File: config.mk
export PLATFORM = sky130hd
export DESIGN_NAME = pipeexe_md
export DESIGN_NICKNAME = d
export VERILOG_FILES = /design/src/rtl/pipeexe_md_pkg.sv /design/src/rtl/pipeexe_md_mdu.sv /design/src/rtl/pipeexe_md.sv
export SDC_FILE = /design/constraint.sdc
export NUM_CORES = 2
export LEC_CHECK = 0
export CAP_MARGIN = 15
export CORE_ASPECT_RATIO = 0.7
export CORE_MARGIN = 1.5
export CORE_UTILIZATION = 42
export CTS_CLUSTER_DIAMETER = 100
export CTS_CLUSTER_SIZE = 30
export DETAILED_ROUTE_END_ITERATION = 8
export HOLD_SLACK_MARGIN = 0.15
export MAX_ROUTING_LAYER = met4
export PLACE_DENSITY_LB_ADDON = 0.08
export SLEW_MARGIN = 30
export SYNTH_ARGS = -nofsm -noshare
export SYNTH_HDL_FRONTEND = slang
export SYNTH_SLANG_ARGS = --single-unit
File: constraint.sdc
create_clock -name clock -period 23.4 [get_ports clock]
set_input_delay 4.68 -clock clock [delete_from_list [all_inputs] [get_ports clock]]
set_output_delay 4.68 -clock clock [all_outputs]
set_load 0.01 [all_outputs]
File: src/rtl/pipeexe_md_pkg.sv
// Shared definitions for the EX stage with multiply/divide.
// Contents:
//   MD_*  : emdop operation codes seen on the ID/EX register
//   ALU_* : ealuc codes of the pipeline ALU
//   md_state_e : multiply/divide sequencer states
//   helper functions classifying an emdop code
package pipeexe_md_pkg;

    localparam logic [3:0] MD_NONE  = 4'd0;
    localparam logic [3:0] MD_MULT  = 4'd1;
    localparam logic [3:0] MD_MULTU = 4'd2;
    localparam logic [3:0] MD_DIV   = 4'd3;
    localparam logic [3:0] MD_DIVU  = 4'd4;
    localparam logic [3:0] MD_MFHI  = 4'd5;
    localparam logic [3:0] MD_MFLO  = 4'd6;
    localparam logic [3:0] MD_MTHI  = 4'd7;
    localparam logic [3:0] MD_MTLO  = 4'd8;

    localparam logic [3:0] ALU_ADD = 4'b0000;
    localparam logic [3:0] ALU_SUB = 4'b0100;
    localparam logic [3:0] ALU_AND = 4'b0001;
    localparam logic [3:0] ALU_OR  = 4'b0101;
    localparam logic [3:0] ALU_XOR = 4'b0010;
    localparam logic [3:0] ALU_LUI = 4'b0110;
    localparam logic [3:0] ALU_SLL = 4'b0011;
    localparam logic [3:0] ALU_SRL = 4'b0111;
    localparam logic [3:0] ALU_SRA = 4'b1111;

    typedef enum logic [1:0] {
        MD_IDLE = 2'b00,
        MD_BUSY = 2'b01,
        MD_DONE = 2'b10
    } md_state_e;

    // Operation that launches an iterative multiply or divide.
    function automatic logic is_md_start(input logic [3:0] op);
        return (op == MD_MULT) || (op == MD_MULTU) || (op == MD_DIV) || (op == MD_DIVU);
    endfunction

    // Operation that treats its operands as two's complement.
    function automatic logic is_md_signed(input logic [3:0] op);
        return (op == MD_MULT) || (op == MD_DIV);
    endfunction

    // Operation that uses the divider datapath.
    function automatic logic is_md_div(input logic [3:0] op);
        return (op == MD_DIV) || (op == MD_DIVU);
    endfunction

endpackage

File: src/rtl/pipeexe_md_mdu.sv
// pipe_mdu: iterative multiply/divide unit with HI/LO registers.
// One radix-2 step per cycle on operand magnitudes (shift-add multiply,
// restoring divide); signs are applied on the final step.
// Ports:
//   clock, resetn   : clock, async active-low reset
//   emdop           : operation code (MD_*)
//   eflush          : abort the current operation / suppress start and mthi/mtlo
//   ea, eb          : operands (ea = dividend / mthi-mtlo source)
//   busy, done      : sequencer state decodes
//   hi, lo          : architectural HI/LO registers
module pipe_mdu import pipeexe_md_pkg::*; #(
    parameter int XLEN = 32
) (
    input  logic            clock,
    input  logic            resetn,
    input  logic [3:0]      emdop,
    input  logic            eflush,
    input  logic [XLEN-1:0] ea,
    input  logic [XLEN-1:0] eb,
    output logic            busy,
    output logic            done,
    output logic [XLEN-1:0] hi,
    output logic [XLEN-1:0] lo
);

    localparam int CW = $clog2(XLEN);
    localparam logic [CW-1:0] CNT_LAST = CW'(XLEN - 1);
    localparam logic [CW-1:0] CNT_ONE  = CW'(1);

    md_state_e         state_r;
    logic [CW-1:0]     cnt_r;
    logic [XLEN-1:0]   hi_r, lo_r;
    logic [XLEN-1:0]   opnd_r;     // multiplicand or divisor magnitude
    logic [XLEN-1:0]   wrk_hi_r;   // upper product half or partial remainder
    logic [XLEN-1:0]   wrk_lo_r;   // multiplier bits or dividend/quotient bits
    logic [XLEN-1:0]   dvd_r;      // original dividend, returned in hi on divide-by-zero
    logic              is_div_r, neg_q_r, neg_r_r, dz_r;

    logic              start_s, sa_s, sb_s;
    logic [XLEN-1:0]   mag_a_s, mag_b_s, ld_opnd_s, ld_lo_s;
    logic [XLEN:0]     mul_sum_s, div_sh_s, div_diff_s;
    logic [XLEN-1:0]   nxt_hi_s, nxt_lo_s, quo_s, rem_s, res_hi_s, res_lo_s;
    logic [2*XLEN-1:0] prod_s;

    // Operand magnitudes and load values for a new operation
    always_comb begin
        start_s = is_md_start(emdop);
        sa_s    = is_md_signed(emdop) & ea[XLEN-1];
        sb_s    = is_md_signed(emdop) & eb[XLEN-1];
        if (sa_s) begin
            mag_a_s = -ea;
        end else begin
            mag_a_s = ea;
        end
        if (sb_s) begin
            mag_b_s = -eb;
        end else begin
            mag_b_s = eb;
        end
        // the divider shifts the dividend out of wrk_lo; the multiplier shifts the multiplier out
        if (is_md_div(emdop)) begin
            ld_opnd_s = mag_b_s;
            ld_lo_s   = mag_a_s;
        end else begin
            ld_opnd_s = mag_a_s;
            ld_lo_s   = mag_b_s;
        end
    end

    // One radix-2 step plus sign fixup of the step's outcome
    always_comb begin
        mul_sum_s  = {1'b0, wrk_hi_r} + (wrk_lo_r[0] ? {1'b0, opnd_r} : {(XLEN+1){1'b0}});
        div_sh_s   = {wrk_hi_r, wrk_lo_r[XLEN-1]};
        div_diff_s = div_sh_s - {1'b0, opnd_r};
        if (is_div_r) begin
            if (!div_diff_s[XLEN]) begin
                nxt_hi_s = div_diff_s[XLEN-1:0];
                nxt_lo_s = {wrk_lo_r[XLEN-2:0], 1'b1};
            end else begin
                nxt_hi_s = div_sh_s[XLEN-1:0];
                nxt_lo_s = {wrk_lo_r[XLEN-2:0], 1'b0};
            end
        end else begin
            nxt_hi_s = mul_sum_s[XLEN:1];
            nxt_lo_s = {mul_sum_s[0], wrk_lo_r[XLEN-1:1]};
        end
        if (neg_q_r) begin
            prod_s = -{nxt_hi_s, nxt_lo_s};
            quo_s  = -nxt_lo_s;
        end else begin
            prod_s = {nxt_hi_s, nxt_lo_s};
            quo_s  = nxt_lo_s;
        end
        // remainder follows the dividend's sign
        if (neg_r_r) begin
            rem_s = -nxt_hi_s;
        end else begin
            rem_s = nxt_hi_s;
        end
        if (!is_div_r) begin
            res_hi_s = prod_s[2*XLEN-1:XLEN];
            res_lo_s = prod_s[XLEN-1:0];
        end else if (dz_r) begin
            res_hi_s = dvd_r;
            res_lo_s = {XLEN{1'b1}};
        end else begin
            res_hi_s = rem_s;
            res_lo_s = quo_s;
        end
    end

    // Sequencer, iteration registers and HI/LO
    always_ff @(posedge clock or negedge resetn) begin
        if (!resetn) begin
            state_r  <= MD_IDLE;
            cnt_r    <= {CW{1'b0}};
            hi_r     <= {XLEN{1'b0}};
            lo_r     <= {XLEN{1'b0}};
            opnd_r   <= {XLEN{1'b0}};
            wrk_hi_r <= {XLEN{1'b0}};
            wrk_lo_r <= {XLEN{1'b0}};
            dvd_r    <= {XLEN{1'b0}};
            is_div_r <= 1'b0;
            neg_q_r  <= 1'b0;
            neg_r_r  <= 1'b0;
            dz_r     <= 1'b0;
        end else begin
            case (state_r)
                MD_IDLE: begin
                    if (eflush) begin
                        state_r <= MD_IDLE;
                    end else if (start_s) begin
                        state_r  <= MD_BUSY;
                        cnt_r    <= {CW{1'b0}};
                        opnd_r   <= ld_opnd_s;
                        wrk_hi_r <= {XLEN{1'b0}};
                        wrk_lo_r <= ld_lo_s;
                        dvd_r    <= ea;
                        is_div_r <= is_md_div(emdop);
                        neg_q_r  <= sa_s ^ sb_s;
                        neg_r_r  <= sa_s;
                        dz_r     <= is_md_div(emdop) & (eb == {XLEN{1'b0}});
                    end else if (emdop == MD_MTHI) begin
                        hi_r <= ea;
                    end else if (emdop == MD_MTLO) begin
                        lo_r <= ea;
                    end else begin
                        state_r <= MD_IDLE;
                    end
                end
                MD_BUSY: begin
                    if (eflush) begin
                        state_r <= MD_IDLE;
                        cnt_r   <= {CW{1'b0}};
                    end else begin
                        wrk_hi_r <= nxt_hi_s;
                        wrk_lo_r <= nxt_lo_s;
                        if (cnt_r == CNT_LAST) begin
                            state_r <= MD_DONE;
                            cnt_r   <= {CW{1'b0}};
                            hi_r    <= res_hi_s;
                            lo_r    <= res_lo_s;
                        end else begin
                            cnt_r <= cnt_r + CNT_ONE;
                        end
                    end
                end
                // the operation that just finished is still held in ID/EX; ignore it
                MD_DONE: begin
                    state_r <= MD_IDLE;
                end
                default: begin
                    state_r <= MD_IDLE;
                    cnt_r   <= {CW{1'b0}};
                end
            endcase
        end
    end

    assign busy = (state_r == MD_BUSY);
    assign done = (state_r == MD_DONE);
    assign hi   = hi_r;
    assign lo   = lo_r;

endmodule

File: src/rtl/pipeexe_md.sv
// pipeexe_md: EX stage. ALU with shift/immediate operand muxing, jal link
// address and destination forcing, plus an iterative multiply/divide unit
// whose stall request freezes the front of the pipe.
// Ports:
//   clock, resetn         : clock, async active-low reset
//   ealuc, ealuimm, eshift: ALU op, B=eimm select, A=eimm (shamt) select
//   ejal, epc4            : jal: result is epc4+LINK_OFS, destination LINK_REG
//   ea, eb, eimm          : register operands and extended immediate
//   ern0 / ern            : decoded / final destination register
//   emdop, eflush         : multiply/divide op, abort of the EX instruction
//   ealu                  : EX result to EX/MEM
//   estall                : stall request to the hazard unit
module pipeexe_md import pipeexe_md_pkg::*; #(
    parameter int XLEN     = 32,
    parameter int RADDR    = 5,
    parameter int LINK_REG = 31,
    parameter int LINK_OFS = 4
) (
    input  logic             clock,
    input  logic             resetn,
    input  logic [3:0]       ealuc,
    input  logic             ealuimm,
    input  logic             eshift,
    input  logic             ejal,
    input  logic [XLEN-1:0]  ea,
    input  logic [XLEN-1:0]  eb,
    input  logic [XLEN-1:0]  eimm,
    input  logic [XLEN-1:0]  epc4,
    input  logic [RADDR-1:0] ern0,
    input  logic [3:0]       emdop,
    input  logic             eflush,
    output logic [RADDR-1:0] ern,
    output logic [XLEN-1:0]  ealu,
    output logic             estall
);

    localparam int SW = $clog2(XLEN);

    logic [XLEN-1:0] alua_s, alub_s, alu_s, hi_s, lo_s;
    logic            busy_s, done_s, idle_s, start_s;

    pipe_mdu #(.XLEN(XLEN)) u_mdu (
        .clock  (clock),
        .resetn (resetn),
        .emdop  (emdop),
        .eflush (eflush),
        .ea     (ea),
        .eb     (eb),
        .busy   (busy_s),
        .done   (done_s),
        .hi     (hi_s),
        .lo     (lo_s)
    );

    // ALU operand selection
    always_comb begin
        if (eshift) begin
            alua_s = eimm;
        end else begin
            alua_s = ea;
        end
        if (ealuimm) begin
            alub_s = eimm;
        end else begin
            alub_s = eb;
        end
    end

    // ALU; shifts move B by the low bits of A
    always_comb begin
        alu_s = {XLEN{1'b0}};
        case (ealuc)
            ALU_ADD: alu_s = alua_s + alub_s;
            ALU_SUB: alu_s = alua_s - alub_s;
            ALU_AND: alu_s = alua_s & alub_s;
            ALU_OR:  alu_s = alua_s | alub_s;
            ALU_XOR: alu_s = alua_s ^ alub_s;
            ALU_LUI: alu_s = alub_s << (XLEN / 2);
            ALU_SLL: alu_s = alub_s << alua_s[SW-1:0];
            ALU_SRL: alu_s = alub_s >> alua_s[SW-1:0];
            ALU_SRA: alu_s = $signed(alub_s) >>> alua_s[SW-1:0];
            default: alu_s = {XLEN{1'b0}};
        endcase
    end

    // Result and destination selection
    always_comb begin
        if (ejal) begin
            ealu = epc4 + XLEN'(LINK_OFS);
        end else if (emdop == MD_MFHI) begin
            ealu = hi_s;
        end else if (emdop == MD_MFLO) begin
            ealu = lo_s;
        end else begin
            ealu = alu_s;
        end
        if (ejal) begin
            ern = RADDR'(LINK_REG);
        end else begin
            ern = ern0;
        end
    end

    // the launch cycle stalls combinationally so the operation is held in ID/EX
    assign idle_s  = ~busy_s & ~done_s;
    assign start_s = is_md_start(emdop);
    assign estall  = (start_s & idle_s & ~eflush) | busy_s;

endmodule

==> summary.md <==
| Metric | Value |
|---|---|
| First-pass GRT wire length | `approximately 190000 um` |
| Worst-Margin Slew | `around 1.1 ns` |
| Max clock buf depth | `3` |
| CTS tree | `yes` |
| Layout cells sized above 1 | `5.565%` |
| Clk_lat worst skew | `~0.52 ns` |
| Final ANT Viol Nets | `0` |
| RSZ-0062 raised after global routing | `false` |
| Root buf cell | `clkbuf_16` |
| Port Buffers | `around 180` |
| Hold Startpoint | `u_mdu.dvd_r[5]` |
| Post-synth top area share | `between 10% and 20%` |
| Die Area | `67090 sq um` |
| Hold EP | `u_mdu.dvd_r[5]` |
| Largest net degree at the start of global routing | `95` |
| Clk slew on worst S/H paths | `approximately 0.12 ns` |
| Max-cap violation count | `0` |
| GPL Wtd Cong | `1.082` |
| Relative slew slack | `between 20 and 25%` |
| R2R Setup Slk | `roughly 16 ns` |
| Num CTS Buffers | `10` |
| Required @ worst endpoint | `about 19 ns` |
| Vias in the first global route | `around 28000` |
| Outcome | `completed` |
| Final Slew Violations | `0` |
| Post-synthesis cell count | `3941` |
| Resized Gates After CTS | `0` |
| Final min period | `between 15 and 20 ns` |
| Placed cell count | `between 4000 and 5000` |
| Final std cells w/o fill | `4836` |
| Synth top cells by count | `560 x nand2_1, 410 x o21ai_0, 365 x nor2_1, 349 x a21oi_1, 210 x clkbuf_1` |
| Initial antenna violation count | `5` |
| Clock Skews | `between 0.02 and 0.03 ns` |
| Core ar. | `between 60000 and 70000 sq um` |
| Sequential share of the synthesized area | `18.46%` |
| Gr ovfl total | `0` |
| Die extent in x | `308.9 um` |
| Mapped cell area | `27520 sq um` |
| # rows | `78` |
| Final setup violation count | `0` |
| Cell depth of the worst hold path | `2` |
| Synthesized area per cell | `~7.0 sq um` |
| Setup tns final | `0 ns` |
| Global-route usage over all layers | `approximately 40%` |
| Ys flop type | `dfrtp_1` |
| Worst r2r dst | `u_mdu.hi[2]` |
| Die Ht | `between 200 and 250 um` |
| Area Growth Syn to Fin | `10.53%` |
| Fmax | `around 0.063 GHz` |
| Initial core utilization | `between 40% and 50%` |
| Worst Path Arrival | `approximately 11 ns` |
| Startpoint Class | `input port` |
| Worst hold path class | `reg -> reg` |
| Total wire length | `134700 um` |
| Kind of critical path | `in -> out` |
| TritonRoute pass-1 iters | `6` |
| Cells along the critical path | `buf_2 -> buf_4 -> o21a_1 -> o21ai_0 -> or2_2 -> nor4_1 -> nor2_1 -> xnor2_1 -> ha_1 -> and4_1 -> a21oi_1 -> nand2_1 -> or3_1 -> o211ai_1 -> a31oi_1 -> o2111ai_1 -> a31oi_1 -> a211oi_1 -> xnor2_1 -> a21oi_1 -> a211oi_1 -> clkdlybuf4s50_1` |
| Post-synth EDFFs | `0` |
| Synth area leaders | `dfrtp_1 18%, ha_1 7.8%, nand2_1 7.6%, o21ai_0 7.5%, a21oi_1 6.3%` |
| Fin nets | `4272` |
| # fillers | `6843` |
| R2R Path Start | `u_mdu.wrk_lo_r[31]` |
| Post-route DRC | `0` |
| # clock sinks | `203` |
| Critical Path End Type | `primary output` |
| Most area-hungry cell type in the Yosys netlist | `dfrtp_1` |
| #FFs+latches synth | `between 200 and 250` |
| Final Hold Viols | `0` |
| Synthesized Nets | `about 4300` |
| Pleak | `roughly 0.013 uW` |
| Detail Placement HPWL | `around 110000 um` |
| YS warnings | `0` |
| Mean routed wirelength per cell | `between 20 and 30 um` |
| Async S/R FF share, synth | `between 90% and 100%` |
| Worst R2R Path Depth | `24` |
| Tcrit/Tclk final | `68.21%` |
| PD cells | `69.66 nW/um^2` |
| CP max-delay cell | `nor4_1` |
| Post-detailed-route via-to-cell ratio | `about 6.5` |
| Postcts setup bufs | `0` |
| Hold-fix buffers, CTS | `0` |
| CP peak stage delay | `between 0.9 and 1 ns` |
| DR iter-0 viols | `about 4800` |
| Ports | `~190` |
| Most frequent cell after synthesis | `nand2_1` |
| Critical Path Fanout Max | `43` |
| H-tree levels | `1` |
| Maximum vdd ir drop | `~0.000047 V` |
| Distinct cells, synth | `around 110` |
| Via count | `between 30000 and 40000` |
-- flip-flops by register name (all words and copies together) (netlist names), 2 cells and up --
signal,count
u_mdu.opnd_r,32
u_mdu.wrk_hi_r,32
u_mdu.state_r,2
u_mdu.cnt_r,5
u_mdu.dvd_r,32
u_mdu.hi,32
u_mdu.lo,32
u_mdu.wrk_lo_r,32
-- layer usage --
metal,vias to the layer above,GRT usage (%),routed length (um)
li1,14205,-,-
met1,15047,62.94,64630
met2,1894,48.24,48270
met3,101,14.24,20140
met4,0,4.346,1654
met5,-,-,0
-- report_power, final --
part           leakage [uW]  total (uW)  internal, uW  switching, uW
Sequential          0.00253         565           459            106
Combinational       0.00992        1330           472            858
Clock              0.000143         224          88.0            136
Total                0.0126        2120          1020           1100
-- layout by cell type, fill, tap and decap left out, types with 55 or more instances in the layout --
| cell | netlist | routed |
|---|---|---|
| xnor2_1 | 160 | 160 |
| mux2i_1 | 104 | 100 |
| xor2_1 | 113 | 113 |
| o21ai_0 | 410 | 405 |
| buf_4 | 5 | 75 |
| dfrtp_1 | 203 | 201 |
| ha_1 | 172 | 171 |
| nand2_1 | 560 | 557 |
| inv_1 | 155 | 154 |
| clkdlybuf4s50_1 | 0 | 180 |
| a211oi_1 | 60 | 59 |
| nor3_1 | 102 | 98 |
| o22ai_1 | 69 | 69 |
| and2_1 | 55 | 55 |
| nand3_1 | 87 | 87 |
| nor2_1 | 365 | 360 |
| a21oi_1 | 349 | 348 |
| o211ai_1 | 59 | 59 |
-- critical path, delay by kind of cell --
family / cells / cell delay [ns]
AOI/OAI and AO/OA: 10 / 2.60
and+or+nand+nor: 6 / 2.06
buffers and inverters: 3 / 1.22
xor gates and xnor gates: 2 / 0.41
adders and majority gates: 1 / 0.31
-- metrics by stage --
step | hold slack, ns | total power [uW] | util [%] | worst slack [ns] | cell area [sq um]
after floorplan | 0.4385 | 1415 | - | 9.115 | 27520
after global placement | 0.4568 | 1845 | 46.41 | 7.875 | 30080
after detailed placement | 0.4587 | 1847 | 46.44 | 7.825 | 30090
after CTS | 0.4885 | 2070 | 46.89 | 7.806 | 30390
after global routing | 0.5105 | 2253 | 46.94 | 7.149 | 30420
final | 0.4896 | 2119 | 46.94 | 7.439 | 30420
-- how the worst max path moves through the flow --
stage | from | end | slack (ns) | cells past startpoint
2_1_floorplan | ealuimm | ealu[31] | 9.11 | 26
3_3_place_gp | ealuimm | ealu[30] | 7.88 | 22
3_5_place_dp | ealuimm | ealu[30] | 7.82 | 22
4_1_cts | ealuimm | ealu[30] | 7.81 | 22
5_1_grt | ealuimm | ealu[31] | 7.15 | 23
6_report | ealuimm | ealu[30] | 7.44 | 22
-- cells by family after synthesis --
| kind of cell | count (synthesis) | synth area share, % |
|---|---|---|
| DFF | 203 | 18.46 |
| AOI/OAI and AO/OA | 1336 | 30.67 |
| adders and majority gates | 175 | 8.039 |
| xor gates and xnor gates | 273 | 8.689 |
| buffers and inverters | 423 | 6.006 |
| muxes | 138 | 5.215 |
| and+or+nand+nor | 1393 | 22.92 |
-- area by class of cell --
cell class | instances | area (sq um) | share of cell area (%)
well taps | 880 | 1101 | 3.620
diodes | 3 | 7.507 | 0.02468
multi-input cells | 3315 | 20930 | 68.81
repair buffers | 259 | 2395 | 7.874
flip-flops and latches | 203 | 5085 | 16.72
clock buffers | 14 | 286.5 | 0.9420
clock inverters | 1 | 8.758 | 0.02880
inverters | 161 | 604.3 | 1.987
(Power assumes the default switching activity.)
